<file path="src/rtl/micro_sequencer.sv">
// Microcoded control-unit next-state sequencer: walks fetch/decode/execute
// microstates, flags unsupported opcodes and counts retired instructions.
module micro_sequencer #(
  parameter int COUNT_W = 32
) (
  input  logic               clk,
  input  logic               reset,
  input  logic [5:0]         opcode,
  input  logic [5:0]         funct,
  output logic [4:0]         state,
  output logic               instr_done,
  output logic               illegal,
  output logic [COUNT_W-1:0] retired
);

  typedef enum logic [4:0] {
    S_FETCH    = 5'd0,
    S_DECODE   = 5'd1,
    S_MEMADR   = 5'd2,
    S_MEMRD    = 5'd3,
    S_MEMWB    = 5'd4,
    S_MEMWR    = 5'd5,
    S_EXECUTE  = 5'd6,
    S_ALUWB    = 5'd7,
    S_BEQ      = 5'd8,
    S_JUMP     = 5'd9,
    S_IMMWB    = 5'd10,
    S_BNE      = 5'd11,
    S_ORIEX    = 5'd12,
    S_MULT     = 5'd13,
    S_MFLO     = 5'd14
  } state_e;

  localparam logic [5:0] OP_RTYPE = 6'b000000;
  localparam logic [5:0] OP_LW    = 6'b100011;
  localparam logic [5:0] OP_SW    = 6'b101011;
  localparam logic [5:0] OP_ADDI  = 6'b001000;
  localparam logic [5:0] OP_BEQ   = 6'b000100;
  localparam logic [5:0] OP_BNE   = 6'b000101;
  localparam logic [5:0] OP_J     = 6'b000010;
  localparam logic [5:0] OP_ORI   = 6'b001101;
  localparam logic [5:0] FN_MULT  = 6'b011000;
  localparam logic [5:0] FN_MFLO  = 6'b010010;

  state_e             state_q, state_d;
  logic               illegal_q, illegal_d;
  logic [COUNT_W-1:0] retired_q, retired_d;
  logic               terminal;

  always_ff @(posedge clk) begin
    if (reset) begin
      state_q   <= S_FETCH;
      illegal_q <= 1'b0;
      retired_q <= '0;
    end else begin
      state_q   <= state_d;
      illegal_q <= illegal_d;
      retired_q <= retired_d;
    end
  end

  // Undefined encodings (15-31) fall into the default arm and refetch.
  always_comb begin
    state_d   = S_FETCH;
    illegal_d = 1'b0;
    case (state_q)
      S_FETCH:  state_d = S_DECODE;
      S_DECODE: begin
        case (opcode)
          OP_LW, OP_SW, OP_ADDI: state_d = S_MEMADR;
          OP_RTYPE: begin
            if (funct == FN_MULT)      state_d = S_MULT;
            else if (funct == FN_MFLO) state_d = S_MFLO;
            else                       state_d = S_EXECUTE;
          end
          OP_BEQ:  state_d = S_BEQ;
          OP_BNE:  state_d = S_BNE;
          OP_J:    state_d = S_JUMP;
          OP_ORI:  state_d = S_ORIEX;
          default: illegal_d = 1'b1;
        endcase
      end
      S_MEMADR: begin
        case (opcode)
          OP_LW:   state_d = S_MEMRD;
          OP_SW:   state_d = S_MEMWR;
          OP_ADDI: state_d = S_IMMWB;
          default: state_d = S_FETCH;
        endcase
      end
      S_MEMRD:   state_d = S_MEMWB;
      S_EXECUTE: state_d = S_ALUWB;
      S_ORIEX:   state_d = S_IMMWB;
      default:   state_d = S_FETCH;
    endcase
  end

  always_comb begin
    case (state_q)
      S_MEMWB, S_MEMWR, S_ALUWB, S_BEQ, S_JUMP,
      S_IMMWB, S_BNE, S_MULT, S_MFLO: terminal = 1'b1;
      default:                        terminal = 1'b0;
    endcase
  end

  always_comb begin
    retired_d = retired_q;
    if (terminal) retired_d = retired_q + COUNT_W'(1);
  end

  assign state      = state_q;
  assign instr_done = terminal;
  assign illegal    = illegal_q;
  assign retired    = retired_q;

endmodule
</file>
<file path="config.mk">
export PLATFORM = sky130hd
export DESIGN_NAME = micro_sequencer
export DESIGN_NICKNAME = d
export VERILOG_FILES = /design/src/rtl/micro_sequencer.sv
export SDC_FILE = /design/constraint.sdc
export NUM_CORES = 1
export LEC_CHECK = 0
export ABC_AREA = 1
export BUFFER_PORTS_ARGS = -buffer_cell sky130_fd_sc_hd__buf_4
export CAP_MARGIN = 20
export CORE_MARGIN = 2
export CORE_UTILIZATION = 48
export CTS_CLUSTER_SIZE = 40
export DETAILED_ROUTE_END_ITERATION = 8
export PLACE_DENSITY_LB_ADDON = 0.25
export SKIP_CTS_REPAIR_TIMING = 1
export SYNTH_ARGS = -nofsm -noshare
export SYNTH_HDL_FRONTEND = slang
export SYNTH_SLANG_ARGS = --single-unit
</file>
<file path="constraint.sdc">
create_clock -name clk -period 1.5 [get_ports clk]
set_clock_uncertainty 0.1 [all_clocks]
set_input_delay 0.15 -clock clk [delete_from_list [all_inputs] [get_ports clk]]
set_output_delay 0.15 -clock clk [all_outputs]
set_load 0.02 [all_outputs]
</file>
==> run summary <==
root buf cell: clkbuf_8
top_reg_cell synth: dfxtp_1
EDFF count, synth: 0
CP Capture Type: register
H-tree levels: 2
status: finished, violations left
Avg Cell Area, Syn: 6.43 um2
largest area contributor in the netlist: dfxtp_1
CP required: 1.59 ns
cell depth of the worst flop-to-flop path: 10
pin count of the biggest net entering global routing: 21
register area share after synthesis: 34.3%
height of the chip: 72.0 um
ys async rst share: 0%
initial core utilization: 50.2%
most frequent cells in the layout: buf_4 (95), nand2_1 (71), nor2_1 (49)
power per cell area: 613 mW/mm2
max-cap violations: 0
crit path launch type: register
total clock sinks: 38
DIE WIDTH: 72.0 um
Final Hold Violating Endpoints: 0
crit path time final: 1.57 ns
CTS tree: built
Cell Area, Synth: 0.00222 mm2
reg2reg end: instr_done
P_leak: 1.51 nW
final worst setup slack: -0.0703 ns
total wire length: 6330 um
via count: 2549
Core Footprint: 0.00441 mm2
largest family of logic cells by synthesized area: simple AND/OR/NAND/NOR gates
number of global-route vias before repair: 2277
antenna violations before repair: 0
Final setup viols: 1
#FFs+latches synth: 38
HP Class: in2reg
Die ar.: 0.00518 mm2
critical register-to-register path startpoint: state[2]
DRC: 0
commonest non-fill, non-tap cell in the layout: buf_4
CP Class: reg2reg
antenna viol nets, final: 0
GP Congestion: 0.860
Area growth syn-to-layout: 49.4%
wire length per cell: 12.8 um
WHS Path Cells: 2
crit-path cells: inv_4 > nand2_4 > nor3_4 > o21ai_1 > nand2_1 > nand2_2 > ha_4 > nand2_2 > nand3_2 > nand2_1
violated checks: setup timing
CP delay by family, top: simple AND/OR/NAND/NOR gates
Detailed Route Iter0 Violations: 146
Synth Area in Compound Gates: 8.97%
clk buf depth: 2
Nets: 458
r2r setup slk: -0.07 ns
non-filler cells, final: 494
worst skew pair latency: 0.29 ns
library cells used by synthesis: 32
Worst VDD drop: 0.553 mV
top cell type's share of synthesized area: 34.3%
ranking of synthesized cells by area: dfxtp_1 (34%), nand2_1 (14%), nor2_1 (10%)
Yosys warnings: 0
Tcrit/Tclk final: 105%
Mapped Cells: 345
hold endpoint: retired[20]
Vias/cell: 5.16
maximum clock frequency: 0.637 GHz
ANT cells: 0
first-pass GRT wire length: 9560 um
final core occ: 75.1%
placed insts: 477
mux share of post-synthesis cell area: 0%
num rows: 24
WP buf/inv: 1
xor/xnor share of the synthesized area: 3.16%
hold_sp: reset
Post-Synth Adder-Cell Area: 1.13%
CP arrival: 1.66 ns
slowest cell on the critical path: dfxtp_4
gr usage total: 23.2%
number of port buffers: 51
Worst-path clk slew: 0.07 ns
Final Slew Violations: 0
share of layout cells above drive strength 1: 42.3%
total grt overflow: 0
drt pass-1 iters: 4
post-synthesis simple-gate area fraction: 42.8%
CP max stage delay: 0.36 ns
RSZ-0062 raised after global routing: true
HPWL Detailed: 4400 um
total CTS buffers: 5
Ports: 53
Max Fanout on Critical Path: 4
syn_nets: 361
kinds of logic after synthesis:
kind of cell / count (synthesis)
compound gates: 36
xor+xnor: 8
fa+ha+maj: 2
buf+inv: 54
flops: 38
other cells: 1
simple gates: 206
layout make-up:
type                            count  area (um2)
Multi-Input combinational cell    253        1430
Fill cell                         343        1100
Sequential cell                    38         803
Timing Repair Buffer               96         724
Inverter                           48         188
Clock buffer                        5        68.8
Tap cell                           52        65.1
Clock inverter                      2        33.8
sequential cells by signal, indices dropped and copies added (netlist names):
signal and flops:
instr_done 1, state 4, retired 32, illegal 1
power breakdown:
| part | internal, mW | switching, mW |
|---|---|---|
| registers | 1.01 | 0.00787 |
| clock network | 0.481 | 0.362 |
| logic | 0.0805 | 0.0955 |
| total | 1.57 | 0.465 |
worst max path at each step:
stage / from / end / slack [ns] / cells past startpoint
after detailed placement: funct[0] / instr_done / -0.24 / 12
after global placement: funct[0] / instr_done / -0.15 / 12
final: state[2] / instr_done / -0.07 / 10
after CTS: state[3] / instr_done / -0.13 / 12
after floorplan: state[3] / instr_done / -0.006 / 10
after global routing: state[2] / instr_done / -0.14 / 10
metrics by stage:
stage          cell area [um2]  worst slack, ns  setup TNS, ns  power [mW]  hold slack (ns)
3_3_place_gp              2960           -0.150         -0.150        1.19            0.364
4_1_cts                   3060           -0.129         -0.300        2.03           0.0855
2_1_floorplan             2280         -0.00555       -0.00555        1.12            0.356
5_1_grt                   3310           -0.145         -0.837        2.11           0.0988
6_report                  3310          -0.0703        -0.0703        2.03           0.0939
3_5_place_dp              2960           -0.237         -0.323        1.20            0.368
routing by layer:
layer	vias up	track usage (%)	routed length (um)
li1	1290	-	-
met1	1186	28.5	2630
met2	64	40.4	3320
met3	9	5.00	294
met4	0	7.76	87
met5	-	0	0
synthesized netlist by cell type (5+ instances only):
cell type,count
a21oi_1,16
dfxtp_1,38
inv_1,48
nand2_1,82
nand2_2,5
nand3_1,20
nand4_1,12
nor2_1,62
nor2_2,5
nor3_1,5
o21ai_0,13
xor2_1,7
worst register-to-register path, stage by stage, from the launching register on:
cell and delay, ns:
dfxtp_4 0.36, inv_4 0.05, nand2_4 0.07, nor3_4 0.22
o21ai_1 0.09, nand2_1 0.09, nand2_2 0.07, ha_4 0.27
nand2_2 0.04, nand3_2 0.05, nand2_1 0.04
No activity file was read; power rests on OpenSTA's default activity.
